$ cat config.mk
export PLATFORM = sky130hd
export DESIGN_NAME = shift_sequencer_flat
export DESIGN_NICKNAME = d
export VERILOG_FILES = /design/src/rtl/shift_sequencer_if.sv /design/src/rtl/shift_sequencer.sv /design/src/flat_wrapper.sv
export SDC_FILE = /design/constraint.sdc
export NUM_CORES = 1
export LEC_CHECK = 0
export ABC_AREA = 1
export CORE_ASPECT_RATIO = 1.75
export CORE_MARGIN = 2
export CORE_UTILIZATION = 58
export CTS_CLUSTER_SIZE = 40
export DETAILED_ROUTE_END_ITERATION = 6
export HOLD_SLACK_MARGIN = 0.02
export PLACE_DENSITY = 0.82
export SYNTH_ARGS = -nofsm -noshare
export SYNTH_HDL_FRONTEND = slang
export SYNTH_SLANG_ARGS = --single-unit
$ cat constraint.sdc
create_clock -name clk -period 3.7 [get_ports clk]
set_input_delay 0.74 -clock clk [delete_from_list [all_inputs] [get_ports clk]]
set_output_delay 0.74 -clock clk [all_outputs]
set_load 0.01 [all_outputs]
$ cat src/rtl/shift_sequencer_if.sv
// shift_sequencer_if: start/done handshake, operand and result bundle for shift_sequencer.
interface shift_sequencer_if;
    logic        start;
    logic        abort;
    logic [31:0] shift_val;
    logic [7:0]  shift_amt;
    logic [1:0]  shift_type;
    logic        imm_form;
    logic        carry_in;
    logic        busy;
    logic        done;
    logic [31:0] result;
    logic        carry_out;
    modport master (
        output start, abort, shift_val, shift_amt, shift_type, imm_form, carry_in,
        input  busy, done, result, carry_out
    );
    modport slave (
        input  start, abort, shift_val, shift_amt, shift_type, imm_form, carry_in,
        output busy, done, result, carry_out
    );
endinterface

$ cat src/rtl/shift_sequencer.sv
// shift_sequencer: multi-cycle ARM shifter operand unit, at most STEP bits per clock.
// Define SHIFT_SEQ_RRX_EN to make ROR #0 (immediate form) perform RRX.
module shift_sequencer #(
    parameter int STEP = 4
) (
    input logic             clk,
    input logic             rst,
    shift_sequencer_if.slave bus
);
    typedef enum logic [1:0] {IDLE, SHIFT, DONE} state_t;
    state_t      state, state_n;
    logic [31:0] v, work, res, sp_res, step_res;
    logic [7:0]  amt;
    logic [5:0]  rem, k;
    logic [1:0]  typ;
    logic        car, sp_c, step_c, special, accept;
    assign v   = bus.shift_val;
    assign amt = bus.shift_amt;
    // Out-of-range and #0 encodings resolve at accept without entering SHIFT.
    always_comb begin
        special = 1'b1;
        sp_res  = v;
        sp_c    = bus.carry_in;
        if (amt != 8'd0 || (bus.imm_form && bus.shift_type != 2'b00)) begin
            case (bus.shift_type)
                2'b00: begin
                    special = amt >= 8'd32;
                    sp_res  = '0;
                    sp_c    = amt == 8'd32 && v[0];
                end
                2'b01: begin
                    special = amt == 8'd0 || amt >= 8'd32;
                    sp_res  = '0;
                    sp_c    = amt <= 8'd32 && v[31];
                end
                2'b10: begin
                    special = amt == 8'd0 || amt >= 8'd32;
                    sp_res  = {32{v[31]}};
                    sp_c    = v[31];
                end
                default: if (amt == 8'd0) begin
`ifdef SHIFT_SEQ_RRX_EN
                    sp_res = {bus.carry_in, v[31:1]};
                    sp_c   = v[0];
`endif
                end else begin
                    special = amt[4:0] == 5'd0;
                    sp_c    = v[31];
                end
            endcase
        end
    end
    assign k        = rem < 6'(STEP) ? rem : 6'(STEP);
    assign step_res = typ == 2'b00 ? work << k :
                      typ == 2'b01 ? work >> k :
                      typ == 2'b10 ? 32'($signed(work) >>> k) :
                                     (work >> k) | (work << (6'd32 - k));
    assign step_c   = typ == 2'b00 ? work[5'(6'd32 - k)] : work[5'(k - 6'd1)];
    assign accept   = bus.start && !bus.abort && state != SHIFT;
    always_comb begin
        state_n = state == SHIFT ? (bus.abort ? IDLE : rem == k ? DONE : SHIFT) :
                  accept ? (special ? DONE : SHIFT) : IDLE;
    end
    always_ff @(posedge clk or posedge rst) begin
        if (rst) begin
            state <= IDLE;
            work  <= '0;
            rem   <= '0;
            typ   <= '0;
            res   <= '0;
            car   <= 1'b0;
        end else begin
            state <= state_n;
            if (accept) begin
                typ  <= bus.shift_type;
                work <= v;
                rem  <= special ? 6'd0 : {1'b0, amt[4:0]};
                if (special) begin
                    res <= sp_res;
                    car <= sp_c;
                end
            end else if (state == SHIFT && !bus.abort) begin
                work <= step_res;
                rem  <= rem - k;
                if (rem == k) begin
                    res <= step_res;
                    car <= step_c;
                end
            end
        end
    end
    assign bus.busy      = state == SHIFT;
    assign bus.done      = state == DONE;
    assign bus.result    = res;
    assign bus.carry_out = car;
endmodule

$ cat src/flat_wrapper.sv
// flat-port wrapper written by rule: the top's interface ports become plain ports
module shift_sequencer_flat 
#(
    parameter int STEP = 4
)
  (clk, rst, bus_start, bus_abort, bus_shift_val, bus_shift_amt, bus_shift_type, bus_imm_form, bus_carry_in, bus_busy, bus_done, bus_result, bus_carry_out);
  shift_sequencer_if bus_i ();
  input logic clk;
  input logic rst;
  input wire logic [$bits(bus_i.start)-1:0] bus_start;
  input wire logic [$bits(bus_i.abort)-1:0] bus_abort;
  input wire logic [$bits(bus_i.shift_val)-1:0] bus_shift_val;
  input wire logic [$bits(bus_i.shift_amt)-1:0] bus_shift_amt;
  input wire logic [$bits(bus_i.shift_type)-1:0] bus_shift_type;
  input wire logic [$bits(bus_i.imm_form)-1:0] bus_imm_form;
  input wire logic [$bits(bus_i.carry_in)-1:0] bus_carry_in;
  output wire logic [$bits(bus_i.busy)-1:0] bus_busy;
  output wire logic [$bits(bus_i.done)-1:0] bus_done;
  output wire logic [$bits(bus_i.result)-1:0] bus_result;
  output wire logic [$bits(bus_i.carry_out)-1:0] bus_carry_out;
  assign bus_i.start = bus_start;
  assign bus_i.abort = bus_abort;
  assign bus_i.shift_val = bus_shift_val;
  assign bus_i.shift_amt = bus_shift_amt;
  assign bus_i.shift_type = bus_shift_type;
  assign bus_i.imm_form = bus_imm_form;
  assign bus_i.carry_in = bus_carry_in;
  assign bus_busy = bus_i.busy;
  assign bus_done = bus_i.done;
  assign bus_result = bus_i.result;
  assign bus_carry_out = bus_i.carry_out;
  shift_sequencer #(.STEP(STEP)) u_core (.clk(clk), .rst(rst), .bus(bus_i));
endmodule
==> summary.txt, run 1 <==
GRT
  – GRT Residual Overflow: 0
  – Largest net degree at the start of global routing: 81
  – First-pass GRT wire length: 44,000 microns
  – Initial antenna violation count: 0
  – Gr usage total: 0.447
  – Vias in the first global route: 8,387

Synthesis
  – Syn nets: 1,207
  – Cells after Synth: 1,153
  – Warnings from Yosys: 0
  – Adder-Cell Fraction of Synth Area: 0.0108
  – Synth Register Bits: 75
  – Most used DFF post-synth: dfrtp_1
  – Synth area leaders: dfrtp_1, nand2_1, nand3_1
  – Post-synthesis simple-gate area fraction: 0.366
  – FFs w/ async S/R, synth: 1.00
  – Post-Synth XOR/XNOR Area: 0
  – Most frequent cell after synthesis: nand2_1
  – Syn Area/Cell: 6.04 sq um
  – Largest family of logic cells by synthesized area: simple AND/OR/NAND/NOR gates
  – Netlist cell types: 46
  – Post-Syn Area: 0.00696 sq mm
  – Number of synthesized flops with an enable pin: 0
  – Post-synth top cells: nand2_1, inv_1, nand3_1, nor2_1, dfrtp_1
  – Leading area contributor after synthesis: dfrtp_1
  – Post-synth top area share: 0.270
  – Register area share after synthesis: 0.270
  – Mux contribution to synthesized area: 0
  – Compound-cell area share of the yosys netlist: 0.236

STA
  – Tcrit/Tclk final: 0.928
  – Slew Viols, Final: 0
  – Layout Skew: 9.40 ps
  – Worst Max-Slew Pin Slew: 857 ps
  – Fin crit period: 3430 ps
  – Fmax: 291 MHz
  – Setup Viol. Count Final: 0
  – RSZ-0062 raised after global routing: false
  – Normalized max-slew margin: 0.427
  – Setup TNS: 0 ps
  – Final Hold Vio Count: 0

Power and ir drop
  – PwrDens: 868 mW/mm^2
  – Sw Share: 0.543
  – Sequential fraction of design power: 0.211
  – Net switching power figure: 3.83 mW
  – Fraction of power consumed by the clock network: 0.114
  – Combinational fraction of design power: 0.675
  – Internal: 3.23 mW
  – Pleak: 3.93 nW
  – Peak VDD IR: 0.526 mV

CTS
  – Clk Latency, worst-skew pair: 340 ps
  – CTS sink count: 75
  – Post-CTS Setup Bufs: 0
  – TritonCTS Buffers: 9
  – Post-CTS Hold Buffers: 0
  – Root Buffer: clkbuf_16
  – CTS tree: yes
  – Bufs on Longest Clock Path: 2
  – H-tree levels: 3
  – # resized after CTS: 0
  – Reg clk slew, reported paths: 60 ps

Die
  – Die area: 0.0129 sq mm
  – Core Region: 0.0119 sq mm
  – Initial Util: 0.586
  – I/O pin total: 83
  – Die X: 86.8 microns
  – Chip height: 149 microns
  – Cell Rows: 53

Detailed routing
  – Via density: 6.59
  – DRT antenna net count: 0
  – Routed len/inst: 21.6 microns
  – Routed WL: 29,100 microns
  – Drt pass-1 iters: 7
  – Vias post-DR: 8,875
  – 1st-iter DRT viols: 1,012
  – DRC viols: 1

Status
  – Run status: finished with violations
  – Failing checks: DRC

Run
  – Max cap viols: 0

Critical path
  – Worst path slowest cell: nand2_1
  – CP delay by family, top: buffers and inverters
  – Critical-path maximum fanout: 40
  – CP Class: register to register
  – Crit start category: register
  – Arr. time, crit path: 3670 ps
  – Crit path buf inv count: 5
  – Worst Setup End Kind: register
  – Critical Path Max Stage Delay: 630 ps
  – Worst endpoint required time: 3940 ps
  – Critical path cell sequence: nor2_4, nand2_4, buf_4, inv_2, nor2_1, inv_1, o211ai_1, inv_1, nand2_1, nand2_2, nand2_1, clkinv_1, a31oi_1

Layout
  – Synthesis-to-layout area growth: 16.9%
  – Final core occ: 0.685
  – Layout cells sized above 1: 0.0562
  – Fin cells: 1,347
  – Diode count: 0
  – Final net count: 1,259

Placed design
  – Number of cells after detailed placement: 1,331
  – GP Congestion: 1.08
  – HPWL after DPL: 20,900 microns
  – Port bufs: 82

Hold path
  – Worst hold-check path type: register to register
## power groups by stage
stage               Clock [mW]  Combinational, mW  Sequential, mW
detailed placement           0               4.49            1.47
global route             0.836               5.07            1.51
CTS                      0.800               4.56            1.47
global placement             0               4.46            1.46
finish                   0.803               4.77            1.49
floorplan                    0               2.83            1.49
## final cells by class
cell class	count	area, sq um
clock buffers	10	229
flip-flops and latches	75	1880
multi-input cells	877	4280
well taps	137	171
repair buffers	109	1040
clock inverters	6	41.3
inverters	133	499
fillers	1029	3730
## worst reg2reg max path, stage by stage (launching register included)
cell      delay (ps)
dfrtp_1          490
nor2_4           120
nand2_4          110
buf_4            440
inv_2            130
nor2_1           150
inv_1             70
o211ai_1         100
inv_1            100
nand2_1          100
nand2_2           70
nand2_1          630
clkinv_1         500
a31oi_1          320
## logic make-up (layout without fill, tap and decap cells)
group | count (synthesis) | count (layout)
buffers and inverters | 201 | 258
DFF | 75 | 75
AOI/OAI and AO/OA | 278 | 278
other | 1 | 1
adders and majority gates | 6 | 6
and+or+nand+nor | 592 | 592
## routing by layer
layer  share of wire  vias to the layer above  global-route usage
met5               0                        -                   0
met4           0.090                        0               0.334
met3            0.10                      210              0.0874
met2            0.46                      699               0.702
met1            0.35                     4010               0.532
li1                -                     3956                   -
## placed cells by master, fill, tap and decap left out, types with 2 or more instances in the layout
cell type        instances
a21boi_0                 2
a21oi_1                 50
a22oi_1                  5
a31oi_1                 15
and2_1                   7
buf_4                   26
clkbuf_16                9
clkdlybuf4s50_1         82
clkinv_1                 5
clkinv_2                 2
clkinvlp_4               3
dfrtp_1                 75
ha_1                     6
inv_1                  124
inv_2                    4
nand2_1                328
nand2_2                  5
nand3_1                108
nand3_4                  2
nand4_1                 14
nor2_1                  90
nor2_4                   7
nor3_1                  25
o211ai_1                14
o21a_1                   4
o21ai_0                 73
o21ai_1                 42
o21ai_2                  2
o21bai_1                16
o221ai_1                13
o22ai_1                 31
o31ai_1                  3
or2_2                    2
## sequential cells by signal, summed over array words and instances (netlist names)
register	flops
u_core.state	2
u_core.typ	2
u_core.rem	6
u_core.bus.carry_out	1
u_core.work	32
u_core.bus.result	32
## path summary, 6_finish.rpt
kind / start / endpoint / slack [ps] / cells past startpoint
max in group asynchronous: rst / u_core.work[27] / 2140 / 3
max reg2reg: u_core.rem[4] / u_core.bus.result[22] / 270 / 13
min reg2reg: u_core.bus.carry_out / u_core.bus.carry_out / 500 / 2
min: u_core.bus.carry_out / u_core.bus.carry_out / 500 / 2
max: u_core.rem[4] / u_core.bus.result[22] / 270 / 13
min in group asynchronous: rst / u_core.bus.result[11] / 880 / 2
## stage by stage
step | total power [mW] | area, sq um | setup WS [ps] | hold slack (ps)
floorplan | 4.32 | 6960 | 792 | 495
global placement | 5.92 | 7870 | 302 | 479
detailed placement | 5.96 | 7870 | 212 | 481
CTS | 6.83 | 8140 | 445 | 507
global route | 7.42 | 8140 | 162 | 542
finish | 7.06 | 8140 | 267 | 500
Power figures use the tool's default switching activity.
==> run 2, diff against run 1 <==
Settings changed: SLEW_MARGIN set to 20.
Clock period 3.7 ns to 3.6 ns, I/O delays scaled along.
==> run 2 against run 1 <==
The flow now finishes without violations. Non-clock buffer count increased by 4. Combinational power up 4.8%. Final area up 0.91%. Clock skew decreased by 2.0 ps. Via count up 0.70%. Critical path depth increased by 2. Clock-buffer cell count is 2 higher. Routed wire length increased by 4.5%. Worst hold slack got worse by 4.2 ps. Sequential power hardly changed. Largest cell class unchanged. Sequential cell count is the same. Die area is the same.
==> summary.txt, run 2 (synthesis gave the netlist of run 1 again) <==
Status
  – Run status: finished, final reports clean

Layout
  – Commonest non-fill, non-tap cell in the layout: nand2_1
  – Diode count: 0
  – Final net count: 1,263
  – Design area: 0.00821 sq mm
  – Synthesis-to-layout area growth: 17.9%
  – Layout cells sized above 1: 0.0601
  – Commonest cells after routing, fill and taps aside: nand2_1, inv_1, nand3_1, nor2_1, clkdlybuf4s50_1

CTS
  – TritonCTS Buffers: 9
  – Reg clk slew, reported paths: 60 ps
  – H-tree levels: 3
  – Bufs on Longest Clock Path: 2
  – # resized after CTS: 0
  – CTS sink count: 75
  – CTS tree: yes
  – Root Buffer: clkbuf_16
  – Post-CTS Hold Buffers: 0
  – Clk Latency, worst-skew pair: 340 ps
  – Post-CTS Setup Bufs: 0

Die
  – Die area: 0.0129 sq mm
  – I/O pin total: 83
  – Core Region: 0.0119 sq mm
  – Die X: 86.8 microns
  – Initial Util: 0.586
  – Cell Rows: 53
  – Chip height: 149 microns

Placed design
  – Dpl ws: 26.6 ps
  – Port bufs: 82
  – HPWL after DPL: 21,800 microns
  – GP Congestion: 1.08
  – Placed Area: 0.00790 sq mm

STA
  – Min Hold Slack: 496 ps
  – Normalized max-slew margin: 0.435
  – Setup Viol. Count Final: 0
  – Final Hold Vio Count: 0
  – RSZ-0062 raised after global routing: false
  – Worst setup margin: 192 ps
  – Tcrit/Tclk final: 0.947
  – Fin crit period: 3410 ps
  – Worst Max-Slew Pin Slew: 844 ps
  – Fmax: 293 MHz
  – Layout Skew: 7.41 ps
  – Setup TNS: 0 ps
  – Slew Viols, Final: 0

Critical path
  – Worst Setup End Kind: register
  – Crit start category: register
  – Arr. time, crit path: 3670 ps
  – Worst path most repeated cell: nand2_1
  – Critical-path maximum fanout: 15
  – Critical path cell sequence: nor2_4, buf_4, nand3_4, ha_1, nand3_2, nand2_2, nand3_1, nand2_1, nand2_1, nand3_1, nand2_1, nand2_1, o21ai_1, nand2_1, a21oi_1
  – Worst endpoint required time: 3860 ps
  – CP Class: register to register
  – CP delay by family, top: simple AND/OR/NAND/NOR gates
  – Crit path buf inv count: 1
  – Critical Path Max Stage Delay: 460 ps
  – Worst path slowest cell: dfrtp_1

GRT
  – GRT Residual Overflow: 0
  – Initial antenna violation count: 0
  – First-pass GRT wire length: 46,300 microns
  – Gr usage total: 0.474
  – Vias in the first global route: 8,540
  – Largest net degree at the start of global routing: 58

Detailed routing
  – Routed WL: 30,500 microns
  – Vias post-DR: 8,937
  – 1st-iter DRT viols: 1,361
  – Routed len/inst: 22.5 microns
  – DRT antenna net count: 0
  – Drt pass-1 iters: 6
  – DRC viols: 0
  – Via density: 6.62

Power and ir drop
  – Design Power: 7.48 mW
  – Pleak: 3.98 nW
  – Peak VDD IR: 0.543 mV
  – PwrDens: 911 mW/mm^2

Run
  – Max cap viols: 0

Hold path
  – Worst hold-check path type: register to register
==> run 2: cell count changes in the layout (fill, tap and decap cells not counted), sizes merged <==
cell,previous run,this run
bufinv,0,1
buf,27,31
clkbuf,10,12
clkinvlp,3,1
inv,129,128
==> run 2: worst register-to-register path, cell delays in order, from the launching register on <==
cell and delay, ps:
dfrtp_1 460, nor2_4 150, buf_4 280, nand3_4 100, ha_1 250, nand3_2 240, nand2_2 290, nand3_1 240
nand2_1 240, nand2_1 150, nand3_1 300, nand2_1 150, nand2_1 60, o21ai_1 90, nand2_1 120, a21oi_1 190
==> run 2: power breakdown <==
group	internal, mW	total, mW	switching, mW	leakage, nW
clock	0.591	0.949	0.358	0.155
sequential	1.23	1.52	0.297	0.883
combinational	1.63	5.00	3.37	2.94
==> run 2: layout make-up <==
type	count	area [sq um]
clock inverter	4	47.5
inverter	133	499
tap	137	171
clock buffer	12	267
multi-input combinational	877	4280
fill	1033	3660
sequential	75	1880
timing repair buffer	113	1070
==> run 2: path summary, 6_finish.rpt <==
path | startpoint | end | slack (ps) | cells after the start
max in group asynchronous | rst | u_core.work[28] | 2040 | 3
worst min register to register | u_core.bus.carry_out | u_core.bus.carry_out | 500 | 2
worst max-delay path | u_core.rem[3] | u_core.bus.result[13] | 190 | 15
worst max register to register | u_core.rem[3] | u_core.bus.result[13] | 190 | 15
min in group asynchronous | rst | u_core.bus.result[13] | 870 | 2
worst min-delay path | u_core.bus.carry_out | u_core.bus.carry_out | 500 | 2
==> run 2: metal layers <==
metal	share of wire	up-vias	track usage
met5	0	-	0
met4	0.093	0	0.343
met3	0.12	196	0.148
met2	0.46	707	0.743
met1	0.33	4069	0.534
li1	-	3965	-
==> run 2: metrics by stage <==
step / utilization / instances
2_1_floorplan: - / 1153
3_3_place_gp: 0.665 / 1335
3_5_place_dp: 0.665 / 1335
4_1_cts: 0.692 / 1351
5_1_grt: 0.692 / 1351
6_report: 0.692 / 1351
